==> src/rtl/spi_pkg.sv <==
// Shared types and constants for the SPI slave frame receiver.
package spi_pkg;

  localparam int FRAME_BITS = 16;
  localparam int SPI_MODE   = 0;

  typedef enum logic [1:0] {
    IDLE,
    RECV,
    DONE
  } spi_rx_state_t;

  typedef logic [FRAME_BITS-1:0] frame_t;

endpackage

==> src/rtl/spi_slave_frame_rx_sync_ff.sv <==
// Multi-stage flop chain bringing an asynchronous pin into the clk domain.
module sync_ff #(
  parameter int   STAGES    = 2,
  parameter logic RESET_VAL = 1'b0
) (
  input  logic clk,
  input  logic reset,
  input  logic d,
  output logic q
);

  logic [STAGES-1:0] chain;

  always_ff @(posedge clk) begin
    if (reset) begin
      chain <= {STAGES{RESET_VAL}};
    end else begin
      chain <= {chain[STAGES-2:0], d};
    end
  end

  assign q = chain[STAGES-1];

endmodule

==> src/rtl/spi_slave_frame_rx.sv <==
// SPI mode-0 slave that receives a 16-bit MSB-first frame and presents its
// low DATA_WIDTH bits to the display controller with a one-cycle strobe.
//
// state | meaning
// IDLE  | SS inactive or frame finished; sclk edges ignored
// RECV  | SS active, shifting in bits on each sclk rise
// DONE  | 16 bits received; waiting for SS release, extra edges ignored
module spi_slave_frame_rx
  import spi_pkg::*;
#(
  parameter int DATA_WIDTH  = 14,
  parameter int SYNC_STAGES = 2
) (
  input  logic                  clk,
  input  logic                  reset,
  input  logic                  i_sclk,
  input  logic                  i_mosi,
  input  logic                  i_ss,
  output logic [DATA_WIDTH-1:0] o_data,
  output logic                  o_valid,
  output logic                  o_frame_err,
  output logic                  o_busy
);

  if (DATA_WIDTH < 9 || DATA_WIDTH > FRAME_BITS) begin : g_bad_width
    $error("spi_slave_frame_rx: DATA_WIDTH must be within 9..16");
  end
  if (SYNC_STAGES < 2) begin : g_bad_sync
    $error("spi_slave_frame_rx: SYNC_STAGES must be at least 2");
  end

  localparam logic [4:0] LAST_BIT = 5'(FRAME_BITS - 1);

  logic          sclk_sync;
  logic          mosi_sync;
  logic          ss_sync;
  logic          sclk_prev;
  logic          sclk_rise;
  spi_rx_state_t state;
  frame_t        shift;
  frame_t        shift_next;
  logic [4:0]    bit_cnt;

  sync_ff #(.STAGES(SYNC_STAGES), .RESET_VAL(1'b0)) u_sync_sclk (
    .clk(clk), .reset(reset), .d(i_sclk), .q(sclk_sync)
  );

  sync_ff #(.STAGES(SYNC_STAGES), .RESET_VAL(1'b0)) u_sync_mosi (
    .clk(clk), .reset(reset), .d(i_mosi), .q(mosi_sync)
  );

  sync_ff #(.STAGES(SYNC_STAGES), .RESET_VAL(1'b1)) u_sync_ss (
    .clk(clk), .reset(reset), .d(i_ss), .q(ss_sync)
  );

  always_ff @(posedge clk) begin
    if (reset) begin
      sclk_prev <= 1'b0;
    end else begin
      sclk_prev <= sclk_sync;
    end
  end

  assign sclk_rise  = sclk_sync & ~sclk_prev;
  assign shift_next = {shift[FRAME_BITS-2:0], mosi_sync};

  always_ff @(posedge clk) begin
    if (reset) begin
      state       <= IDLE;
      bit_cnt     <= 5'd0;
      shift       <= '0;
      o_data      <= '0;
      o_valid     <= 1'b0;
      o_frame_err <= 1'b0;
      o_busy      <= 1'b0;
    end else begin
      o_valid     <= 1'b0;
      o_frame_err <= 1'b0;
      case (state)
        IDLE: begin
          if (!ss_sync) begin
            state   <= RECV;
            bit_cnt <= 5'd0;
            shift   <= '0;
            o_busy  <= 1'b1;
          end
        end
        RECV: begin
          // SS release takes priority over a coincident sclk edge
          if (ss_sync) begin
            state       <= IDLE;
            o_frame_err <= (bit_cnt != 5'd0);
            bit_cnt     <= 5'd0;
            shift       <= '0;
            o_busy      <= 1'b0;
          end else if (sclk_rise) begin
            shift   <= shift_next;
            bit_cnt <= bit_cnt + 5'd1;
            if (bit_cnt == LAST_BIT) begin
              state   <= DONE;
              o_data  <= shift_next[DATA_WIDTH-1:0];
              o_valid <= 1'b1;
            end
          end
        end
        DONE: begin
          if (ss_sync) begin
            state   <= IDLE;
            bit_cnt <= 5'd0;
            shift   <= '0;
            o_busy  <= 1'b0;
          end
        end
        default: begin
          state   <= IDLE;
          bit_cnt <= 5'd0;
          shift   <= '0;
          o_busy  <= 1'b0;
        end
      endcase
    end
  end

endmodule
==> config.mk <==
export PLATFORM = sky130hd
export DESIGN_NAME = spi_slave_frame_rx
export DESIGN_NICKNAME = d
export VERILOG_FILES = /design/src/rtl/spi_pkg.sv /design/src/rtl/spi_slave_frame_rx_sync_ff.sv /design/src/rtl/spi_slave_frame_rx.sv
export SDC_FILE = /design/constraint.sdc
export NUM_CORES = 1
export LEC_CHECK = 0
export ABC_AREA = 1
export CELL_PAD_IN_SITES_DETAIL_PLACEMENT = 1
export CELL_PAD_IN_SITES_GLOBAL_PLACEMENT = 2
export CORE_ASPECT_RATIO = 1.4
export CORE_MARGIN = 8
export CORE_UTILIZATION = 34
export DETAILED_ROUTE_END_ITERATION = 12
export GPL_TIMING_DRIVEN = 0
export PLACE_DENSITY_LB_ADDON = 0.08
export SETUP_SLACK_MARGIN = 0.02
export SLEW_MARGIN = 5
export SYNTH_ARGS = -nofsm -noshare
export SYNTH_HDL_FRONTEND = slang
export SYNTH_SLANG_ARGS = --single-unit
==> constraint.sdc <==
create_clock -name clk -period 2.53 [get_ports clk]
set_clock_uncertainty 0.05 [all_clocks]
set_input_delay 0.6325 -clock clk [delete_from_list [all_inputs] [get_ports clk]]
set_output_delay 0.6325 -clock clk [all_outputs]
set_load 0.02 [all_outputs]
==> impl_results.md <==
- Avg Synthesized Cell Area: 7.47 sq um
- Main synth FF type: dfxtp_1
- GRT Util Overall: 12.2%
- Power Density: 631 nW/um^2
- Cells after Synth: 249
- Num CTS Buffers: 5
- Initial core utilization: 34.4%
- DPL Wire Length: 3270 um
- DRC viols: 0
- Die Y: 103 um
- RSZ-0062 raised after global routing: false
- Library cells used by synthesis: 26
- Period minus WS final: 1.94 ns
- DP Area: 2140 sq um
- CTS tree: done
- I/O Buffers: 20
- N_diodes: 0
- Setup tns final: 0 ns
- CTS root buf: clkbuf_8
- Synth Register Bits: 44
- CP delay by family, top: buffers and inverters
- Critical Path RT: 1.85 ns
- Layout area overhead: 20.2%
- # setup viols final: 0
- Core region area: 5410 sq um
- Most frequent cells in the layout: nand2_1 (66), nor2_1 (53), dfxtp_1 (44)
- H-tree depth: 2
- WHS: 0.372 ns
- Hold_buf cts: 0
- Routed Antenna Nets: 0
- 1st-iter DRT viols: 63
- Seq/Total Area, Yosys: 47.4%
- Routed len/inst: 12.9 um
- Crit Path Class: reg2out
- First-pass GRT wire length: 7690 um
- DIE WIDTH: 78.5 um
- CP arrival: 1.26 ns
- Final period util: 76.8%
- Buffer and inverter count on the worst path: 1
- Worst Tran Pin Value: 0.548 ns
- Slew headroom: 63.4%
- Max cap viols: 0
- CP Cell Sequence: clkdlybuf4s50_1
- Post_cts resized: 0
- Synth top area share: 47.4%
- Layout filler cell count: 699
- IO Pins: 22
- EDFF count, synth: 0
- Layout cells sized above 1: 10.5%
- Pwr Total: 1.41 mW
- Largest net degree at the start of global routing: 13
- Most common cell after layout, fill and taps aside: nand2_1
- NumNets Final: 287
- CP endpoint kind: output port
- Worst-skew pair later-pin latency: 0.29 ns
- FMAX: 0.514 GHz
- Global route overflow: 0
- VDD IR max: 282 uV
- Synth Warn #: 0
- Asr flop ratio synth: 0%
- Number of global-route vias before repair: 1,598
- Pre-CTS WS: 0.620 ns
- CP peak stage delay: 0.61 ns
- Via-to-Cell Ratio: 4.52
- Leading area contributor after synthesis: dfxtp_1
- Syn Nets: 260
- Final GP Congestion: 0.684
- CTS clock-pin slew for the worst setup and hold paths: 0.08 ns
- Final WL: 4450 um
- Hold Violations, Final: 0
- HP Class: reg2reg
- PnR worst setup slack: 0.586 ns
- Max clock buf depth: 2
- Initial DRT Pass Iterations: 4
- # rows: 32
- Status: completed
- Clock sink count: 44
- Post-Layout Inst Area: 2230 sq um
- Area contributors post-synth: dfxtp_1 (47%), nand2_1 (13%), nor2_1 (11%)
- Slowest CP cell: clkdlybuf4s50_1
- CP startpoint kind: flop
- Initial antenna violation count: 0
- Vias post-DR: 1,559
- Setup repair bufs after CTS: 0
- Leak pwr: 0.954 nW
- Mapped Area: 1860 sq um
- Die ar.: 8120 sq um
- Pins Over Slew Limit: 0
- Worst-path fanout max: 2
per-layer routing:
layer	vias to the layer above	share of wire [%]	global-route usage [%]
met4	0	1.7	5.15
met2	15	52	22.1
met5	-	0	0
li1	812	-	-
met1	726	44	13.1
met3	6	2.8	3.37
state kept, by name, indices dropped and copies added, names as in the netlist:
signal,flops
u_sync_mosi.chain,2
u_sync_sclk.chain,2
sclk_prev,1
shift,13
state,2
u_sync_ss.chain,2
o_busy,1
o_frame_err,1
o_valid,1
bit_cnt,5
o_data,14
cells by family after synthesis:
kind of cell               share of synthesized area, %
adders and majority gates                          4.04
DFF                                                47.4
AOI/OAI and AO/OA                                  3.70
buffers and inverters                              9.49
and+or+nand+nor                                    35.4
through the flow:
stage,util [%],std cells
after floorplan,-,249
after global placement,39.7,337
after detailed placement,39.7,337
after CTS,41.3,345
after global routing,41.3,345
final,41.3,345
cells in the mapped netlist, types with 2 or more instances:
master / number
dfxtp_1: 44
clkbuf_1: 2
nand3_1: 18
or2_2: 2
inv_1: 22
a21oi_1: 2
nand2_1: 66
buf_2: 3
nor2_1: 53
o21ai_0: 10
nand2_2: 7
ha_1: 6
where the power goes:
| part | internal, mW | total [mW] | switching [mW] | leakage [nW] |
|---|---|---|---|---|
| registers | 0.731 | 0.757 | 0.0256 | 0.359 |
| logic | 0.0765 | 0.195 | 0.119 | 0.549 |
| clock network | 0.223 | 0.457 | 0.234 | 0.0455 |
| total | 1.03 | 1.41 | 0.378 | 0.954 |
cell type report:
| class | instances | area [sq um] | area share [%] |
|---|---|---|---|
| timing repair buffer | 20 | 200 | 8.96 |
| inverter | 25 | 101 | 4.54 |
| clock buffer | 8 | 90.1 | 4.03 |
| buffer | 9 | 75.1 | 3.36 |
| sequential | 44 | 881 | 39.4 |
| multi-input combinational | 171 | 802 | 35.9 |
| tap | 68 | 85.1 | 3.81 |
path summary, 6_finish.rpt:
| kind | startpoint | to | slack [ns] | depth (start not counted) |
|---|---|---|---|---|
| setup / recovery | o_data[12]$_SDFFE_PP0P_ | o_data[12] | 0.59 | 1 |
| hold / removal | u_sync_mosi.chain[0]$_SDFF_PP0_ | u_sync_mosi.chain[1]$_SDFF_PP0_ | 0.37 | 2 |
| setup reg to reg | bit_cnt[0]$_SDFFE_PP0P_ | o_data[3]$_SDFFE_PP0P_ | 0.77 | 9 |
| hold reg to reg | u_sync_mosi.chain[0]$_SDFF_PP0_ | u_sync_mosi.chain[1]$_SDFF_PP0_ | 0.37 | 2 |
Power figures use the tool's default switching activity.
